--- config.mk ---
export PLATFORM = sky130hd
export DESIGN_NAME = dm_bus_arbiter_flat
export DESIGN_NICKNAME = d
export VERILOG_FILES = /design/src/rtl/dm_bus_arbiter_if.sv /design/src/rtl/dm_bus_arbiter.sv /design/src/flat_wrapper.sv
export SDC_FILE = /design/constraint.sdc
export NUM_CORES = 1
export LEC_CHECK = 0
export CORE_MARGIN = 2
export CORE_UTILIZATION = 30
export DETAILED_ROUTE_END_ITERATION = 8
export GPL_ROUTABILITY_DRIVEN = 0
export GPL_TIMING_DRIVEN = 1
export MAX_ROUTING_LAYER = met4
export PLACE_DENSITY = 0.72
export SLEW_MARGIN = 10
export SYNTH_ARGS = -nofsm -noshare
export SYNTH_HDL_FRONTEND = slang
export SYNTH_SLANG_ARGS = --single-unit
--- constraint.sdc ---
create_clock -name clk -period 3 [get_ports clk]
set_input_delay 0.75 -clock clk [delete_from_list [all_inputs] [get_ports clk]]
set_output_delay 0.75 -clock clk [all_outputs]
set_load 0.05 [all_outputs]
--- src/rtl/dm_bus_arbiter_if.sv ---
// rtl/dm_bus_arbiter_if.sv - core request/grant bus and shared data-memory port
interface dm_bus_arbiter_if #(
  parameter int NUM_CORES = 4,
  parameter int DATA_W    = 16
);
  logic [NUM_CORES-1:0]        req;
  logic [NUM_CORES-1:0]        we;
  logic [NUM_CORES*DATA_W-1:0] addr;
  logic [NUM_CORES*DATA_W-1:0] wdata;
  logic [NUM_CORES-1:0]        gnt;
  logic [NUM_CORES-1:0]        done;
  logic [DATA_W-1:0]           rdata;
  logic                        busy;
  logic                        mem_en;
  logic                        mem_we;
  logic [DATA_W-1:0]           mem_addr;
  logic [DATA_W-1:0]           mem_wdata;
  logic [DATA_W-1:0]           mem_rdata;

  // Cores plus data memory: drive requests and read data, observe the arbiter.
  modport master (
    output req, we, addr, wdata, mem_rdata,
    input  gnt, done, rdata, busy, mem_en, mem_we, mem_addr, mem_wdata
  );

  // Arbiter: consumes requests and read data, drives grants and the memory port.
  modport slave (
    input  req, we, addr, wdata, mem_rdata,
    output gnt, done, rdata, busy, mem_en, mem_we, mem_addr, mem_wdata
  );
endinterface

--- src/rtl/dm_bus_arbiter.sv ---
// rtl/dm_bus_arbiter.sv - shares the data-memory port between cores, one transaction at a time
// Optional feature macro: DM_ARB_FIXED_PRIO_EN (lowest requesting index wins, no rotation pointer).
module dm_bus_arbiter #(
  parameter int NUM_CORES = 4,
  parameter int DATA_W    = 16,
  parameter int MEM_LAT   = 1
) (
  input logic             clk,
  input logic             rst,
  dm_bus_arbiter_if.slave bus
);
  localparam int IDX_W = (NUM_CORES > 1) ? $clog2(NUM_CORES) : 1;
  localparam int CNT_W = (MEM_LAT > 1) ? $clog2(MEM_LAT) : 1;

  typedef enum logic [1:0] {IDLE, ACCESS, WAIT, DONE} state_t;

  state_t                 state_q, state_d;
  logic [IDX_W-1:0]       idx_q, idx_d;
  logic                   we_q, we_d;
  logic [CNT_W-1:0]       cnt_q, cnt_d;
  logic [NUM_CORES-1:0]   gnt_q, gnt_d;
  logic [NUM_CORES-1:0]   done_q, done_d;
  logic [DATA_W-1:0]      rdata_q, rdata_d;
  logic                   busy_q, busy_d;
  logic                   mem_en_q, mem_en_d;
  logic                   mem_we_q, mem_we_d;
  logic [DATA_W-1:0]      mem_addr_q, mem_addr_d;
  logic [DATA_W-1:0]      mem_wdata_q, mem_wdata_d;

  logic                   found;
  logic [IDX_W-1:0]       win;

`ifdef DM_ARB_FIXED_PRIO_EN
  // Winner search: lowest requesting index.
  always_comb begin
    found = 1'b0;
    win   = '0;
    for (int i = 0; i < NUM_CORES; i++) begin
      if (!found && bus.req[i]) begin
        found = 1'b1;
        win   = IDX_W'(i);
      end
    end
  end
`else
  logic [IDX_W-1:0]       ptr_q, ptr_d;
  logic [IDX_W:0]         cand;

  // Winner search: first requester at or above ptr, wrapping past the top core.
  always_comb begin
    found = 1'b0;
    win   = '0;
    cand  = '0;
    for (int i = 0; i < NUM_CORES; i++) begin
      cand = {1'b0, ptr_q} + (IDX_W+1)'(i);
      if (cand >= (IDX_W+1)'(NUM_CORES)) begin
        cand = cand - (IDX_W+1)'(NUM_CORES);
      end
      if (!found && bus.req[cand[IDX_W-1:0]]) begin
        found = 1'b1;
        win   = cand[IDX_W-1:0];
      end
    end
  end
`endif

  // Next-state and registered-output logic; request fields are frozen at grant.
  always_comb begin
    state_d     = state_q;
    idx_d       = idx_q;
    we_d        = we_q;
    cnt_d       = cnt_q;
    gnt_d       = gnt_q;
    done_d      = done_q;
    rdata_d     = rdata_q;
    busy_d      = busy_q;
    mem_en_d    = mem_en_q;
    mem_we_d    = mem_we_q;
    mem_addr_d  = mem_addr_q;
    mem_wdata_d = mem_wdata_q;
`ifndef DM_ARB_FIXED_PRIO_EN
    ptr_d       = ptr_q;
`endif
    case (state_q)
      IDLE: begin
        if (found) begin
          state_d     = ACCESS;
          idx_d       = win;
          we_d        = bus.we[win];
          gnt_d       = NUM_CORES'(1) << win;
          busy_d      = 1'b1;
          mem_en_d    = 1'b1;
          mem_we_d    = bus.we[win];
          mem_addr_d  = bus.addr[win*DATA_W +: DATA_W];
          mem_wdata_d = bus.wdata[win*DATA_W +: DATA_W];
        end
      end
      ACCESS: begin
        state_d  = WAIT;
        mem_en_d = 1'b0;
        mem_we_d = 1'b0;
        cnt_d    = CNT_W'(MEM_LAT - 1);
      end
      WAIT: begin
        if (cnt_q == '0) begin
          state_d = DONE;
          done_d  = NUM_CORES'(1) << idx_q;
          if (!we_q) begin
            rdata_d = bus.mem_rdata;
          end
        end else begin
          cnt_d = cnt_q - 1'b1;
        end
      end
      DONE: begin
        state_d = IDLE;
        done_d  = '0;
        gnt_d   = '0;
        busy_d  = 1'b0;
`ifndef DM_ARB_FIXED_PRIO_EN
        ptr_d   = (idx_q == IDX_W'(NUM_CORES - 1)) ? '0 : idx_q + 1'b1;
`endif
      end
      default: state_d = IDLE;
    endcase
  end

  // State and output registers; reset aborts any transaction without a done pulse.
  always_ff @(posedge clk or posedge rst) begin
    if (rst) begin
      state_q     <= IDLE;
      idx_q       <= '0;
      we_q        <= 1'b0;
      cnt_q       <= '0;
      gnt_q       <= '0;
      done_q      <= '0;
      rdata_q     <= '0;
      busy_q      <= 1'b0;
      mem_en_q    <= 1'b0;
      mem_we_q    <= 1'b0;
      mem_addr_q  <= '0;
      mem_wdata_q <= '0;
`ifndef DM_ARB_FIXED_PRIO_EN
      ptr_q       <= '0;
`endif
    end else begin
      state_q     <= state_d;
      idx_q       <= idx_d;
      we_q        <= we_d;
      cnt_q       <= cnt_d;
      gnt_q       <= gnt_d;
      done_q      <= done_d;
      rdata_q     <= rdata_d;
      busy_q      <= busy_d;
      mem_en_q    <= mem_en_d;
      mem_we_q    <= mem_we_d;
      mem_addr_q  <= mem_addr_d;
      mem_wdata_q <= mem_wdata_d;
`ifndef DM_ARB_FIXED_PRIO_EN
      ptr_q       <= ptr_d;
`endif
    end
  end

  assign bus.gnt       = gnt_q;
  assign bus.done      = done_q;
  assign bus.rdata     = rdata_q;
  assign bus.busy      = busy_q;
  assign bus.mem_en    = mem_en_q;
  assign bus.mem_we    = mem_we_q;
  assign bus.mem_addr  = mem_addr_q;
  assign bus.mem_wdata = mem_wdata_q;
endmodule

--- src/flat_wrapper.sv ---
// flat-port wrapper written by rule: the top's interface ports become plain ports
module dm_bus_arbiter_flat 
#(
  parameter int NUM_CORES = 4,
  parameter int DATA_W    = 16,
  parameter int MEM_LAT   = 1
)
  (clk, rst, bus_req, bus_we, bus_addr, bus_wdata, bus_mem_rdata, bus_gnt, bus_done, bus_rdata, bus_busy, bus_mem_en, bus_mem_we, bus_mem_addr, bus_mem_wdata);
  dm_bus_arbiter_if #(.NUM_CORES(NUM_CORES), .DATA_W(DATA_W)) bus_i ();
  input logic clk;
  input logic rst;
  input wire logic [$bits(bus_i.req)-1:0] bus_req;
  input wire logic [$bits(bus_i.we)-1:0] bus_we;
  input wire logic [$bits(bus_i.addr)-1:0] bus_addr;
  input wire logic [$bits(bus_i.wdata)-1:0] bus_wdata;
  input wire logic [$bits(bus_i.mem_rdata)-1:0] bus_mem_rdata;
  output wire logic [$bits(bus_i.gnt)-1:0] bus_gnt;
  output wire logic [$bits(bus_i.done)-1:0] bus_done;
  output wire logic [$bits(bus_i.rdata)-1:0] bus_rdata;
  output wire logic [$bits(bus_i.busy)-1:0] bus_busy;
  output wire logic [$bits(bus_i.mem_en)-1:0] bus_mem_en;
  output wire logic [$bits(bus_i.mem_we)-1:0] bus_mem_we;
  output wire logic [$bits(bus_i.mem_addr)-1:0] bus_mem_addr;
  output wire logic [$bits(bus_i.mem_wdata)-1:0] bus_mem_wdata;
  assign bus_i.req = bus_req;
  assign bus_i.we = bus_we;
  assign bus_i.addr = bus_addr;
  assign bus_i.wdata = bus_wdata;
  assign bus_i.mem_rdata = bus_mem_rdata;
  assign bus_gnt = bus_i.gnt;
  assign bus_done = bus_i.done;
  assign bus_rdata = bus_i.rdata;
  assign bus_busy = bus_i.busy;
  assign bus_mem_en = bus_i.mem_en;
  assign bus_mem_we = bus_i.mem_we;
  assign bus_mem_addr = bus_i.mem_addr;
  assign bus_mem_wdata = bus_i.mem_wdata;
  dm_bus_arbiter #(.NUM_CORES(NUM_CORES), .DATA_W(DATA_W), .MEM_LAT(MEM_LAT)) u_core (.clk(clk), .rst(rst), .bus(bus_i));
endmodule
==> flow_summary.toml <==
[status]
status = "completed"

[grt]
grt_usage_pct = 16.8
grt_pass1_vias = 3643
grt_pass1_wl_um = 17200
overflow = 0
grt_antenna_before_repair = 0
grt_start_max_net_pins = 44

[power_and_ir_drop]
p_leak_nw = 2.81
irDropWorstVdd_mv = 0.511
power_density_nw_per_um2 = 1110

[worst_setup_path]
crit_fanout = 22
required_ns = 3.21
reg2reg_to = "u_core.bus.mem_addr[1]"
reg2reg_depth = 9
path_cells = "clkdlybuf4s50_1 > mux2i_1 > o32ai_1 > buf_4 > nor3_4 > buf_12 > buf_12 > mux2i_1 > mux2_2 > o21ai_1"
critPathArrivalTime_ns = 2.80
critical_path_class = "input port to register"
critical_path.startpoint_type = "input port"
cpMaxStageDelayCell = "clkdlybuf4s50_1"
slowest_delay_ns = 0.51
critPathCaptureType = "register"
critPathTopFamily = "buffers and inverters"
cp_num_buf_inv = 4
rrSetupSlack_ns = 0.87
r2r_start = "u_core.ptr_q[1]"

[floorplan]
die_x_um = 117
die_y_um = 117
die-area_sq_um = 13600
rows = 41
io_pins = 213
core_sq_um = 12500
initial_core_util_pct = 30.5

[yosys]
syn_nets = 510
yosys_warnings = 0
synth-xor-area-share_pct = 0
synth-seq-cells = 66
synth_most_common_cell = "mux2i_1"
synth_compound_area_share_pct = 8.07
synth_top_area_cell = "dfrtp_1"
avgSynthCellArea_sq_um = 10.9
synth-main-ff-cell = "dfrtp_1"
synthArstFlopShare_pct = 100
synth-simple-area-share_pct = 6.88
synth_top_family_by_area = "multiplexers"
netlist_instances = 347
ys_seq_area_share_pct = 43.5
synth_top_area_share_pct = 43.5
muxShareOfSynthArea_pct = 34.1
synth_edf_count = 0
syn_area_sq_um = 3800
synth_area_leaders = "dfrtp_1 (43%), mux2i_1 (19%), mux2_2 (15%), o21ai_1 (5.0%), nand2_1 (4.0%)"
synthAdderAreaFrac_pct = 2.96
ys_types = 29
yosys-top-cells-count = "mux2i_1 (71), dfrtp_1 (66), mux2_2 (51), nand2_1 (40), o21ai_1 (38)"

[sta]
finalHoldViolCount = 0
finalSetupTns_ns = 0
max_freq_mhz = 386
fin_crit_ns = 2.59
rsz0062_at_grt = "no"
maxSlewViolCount = 0
fin_crit_sh_pct = 86.3
clock_skew_ns = 0.00718
tightest_slew_ns = 0.551
setup_viol = 0
maxSlewHeadroom_pct = 63.2

[layout]
drive_gt1_share_pct = 15.1
nets = 722
fin_util_pct = 52.4
area_growth_pct = 71.8
num_antenna_cells = 0

[routing]
drt_iter0_drc = 79
drt_first_pass_iters = 4
vias_per_cell = 4.59
drt-total-wl_um = 11400
vias = 3380
drc = 0
final_antenna_net_count = 0
wire_per_inst_um = 15.4

[worst_hold_path]
min_to = "u_core.bus.mem_addr[11]"
whs_path_depth = 2
hp-class = "register to register"
worstHoldStart = "u_core.bus.mem_addr[11]"

[clock_network]
hold_buffers = 0
post_cts_buffers = 0
path_clk_slew_ns = 0.06
numCtsBuffers = 9
insertion_delay_ns = 0.33
post_cts_resized = 0
cts_tree = "yes"
clk_path_buf_depth = 2
clockRootBuffer = "clkbuf_16"
htree_num_levels = 3
cts_sinks = 66

[placement]
dp_hpwl_um = 8800
portBuffers = 212

[flow_run]
maxCapViolations = 0
[per-stage QoR]
step / setup slack, ns / power (W) / area (sq um) / hold WS [ns] / instances
2_1_floorplan: 0.595 / 0.00461 / 3800 / 0.456 / 347
3_5_place_dp: 0.0845 / 0.00613 / 6210 / 0.476 / 720
6_report: 0.411 / 0.00722 / 6530 / 0.479 / 736
3_3_place_gp: 0.154 / 0.00603 / 6210 / 0.467 / 720
4_1_cts: 0.424 / 0.00731 / 6530 / 0.488 / 736
5_1_grt: 0.275 / 0.00762 / 6530 / 0.521 / 736
[worst max-delay path by stage]
| stage | to | startpoint | slack [ns] | cells after the start |
|---|---|---|---|---|
| finish | u_core.bus.mem_addr[1] | bus_req[0] | 0.41 | 10 |
| global route | u_core.bus.mem_addr[1] | bus_req[0] | 0.28 | 10 |
| CTS | u_core.bus.mem_addr[1] | bus_req[0] | 0.42 | 10 |
| detailed placement | u_core.bus.mem_addr[1] | bus_req[0] | 0.08 | 10 |
| global placement | u_core.bus.mem_wdata[12] | bus_req[0] | 0.15 | 10 |
| floorplan | u_core.bus.busy | rst | 0.60 | 1 |
[where the power goes]
part / internal, W / switching (W)
combinational: 0.00189 / 0.00260
sequential: 0.00133 / 0.000259
clock: 0.000748 / 0.000394
total: 0.00396 / 0.00325
[flip-flops by register name, summed over array words and instances (netlist names)]
signal	count
u_core.bus.busy	1
u_core.bus.done	4
u_core.bus.gnt	4
u_core.bus.mem_addr	16
u_core.bus.mem_en	1
u_core.bus.mem_wdata	16
u_core.bus.mem_we	1
u_core.bus.rdata	16
u_core.idx_q	2
u_core.ptr_q	2
u_core.state_q	2
u_core.we_q	1
[kinds of logic (layout without fill, tap and decap cells)]
kind of cell               after synthesis  after routing
and+or+nand+nor                         58             58
DFF                                     66             66
muxes                                  123            123
adders and majority gates                9              9
AOI/OAI and AO/OA                       56             56
buffers and inverters                   35            252
[routing by layer]
layer  share of wire (%)  up-vias  routed length, um  global-route usage (%)
met1                  39     1614               4460                    18.1
met3                 6.1       13                697                    3.84
met5                   0        -                  0                       -
li1                    -     1648                  -                       -
met2                  53      105               6010                    30.0
met4                 1.6        0                186                    6.67
[layout make-up]
cell class	instances	area (sq um)
clock buffers	11	243
clock inverters	5	77.6
fillers	1126	5940
multi-input cells	246	1990
well taps	172	215
repair buffers	226	2310
flip-flops and latches	66	1650
inverters	10	37.5
[cell usage in the layout, fill, tap and decap left out]
cell	Yosys	layout
clkdlybuf4s50_1	0	212
mux2i_1	71	71
dfrtp_1	66	66
mux2_2	51	51
nand2_1	40	40
o21ai_1	38	38
inv_1	10	9
ha_1	9	9
clkbuf_16	0	9
nor2_1	8	8
a21oi_1	7	7
buf_4	0	7
buf_12	0	7
o22ai_1	2	2
a21o_1	2	2
a22oi_1	2	2
nor2b_1	2	2
a31oi_1	2	2
clkinv_2	0	2
bufinv_16	0	2
nor4_4	1	1
o32ai_1	1	1
nand2b_1	2	1
nor3_4	0	1
o22a_2	0	1
and2_1	1	1
nor3_1	1	1
nand2b_2	0	1
a22o_1	1	1
and3_1	1	1
mux2_1	1	1
inv_2	0	1
nor3b_1	1	1
clkbuf_8	0	1
clkbuf_1	13	1
clkinvlp_4	0	1
[worst reg2reg max path, cell delays in order (launching register included)]
cell and delay, ns:
dfrtp_1 0.44, mux2i_1 0.21, o32ai_1 0.10, buf_4 0.15
nor3_4 0.22, buf_12 0.18, buf_12 0.19, mux2i_1 0.27
mux2_2 0.19, o21ai_1 0.05
Power figures use the tool's default switching activity.
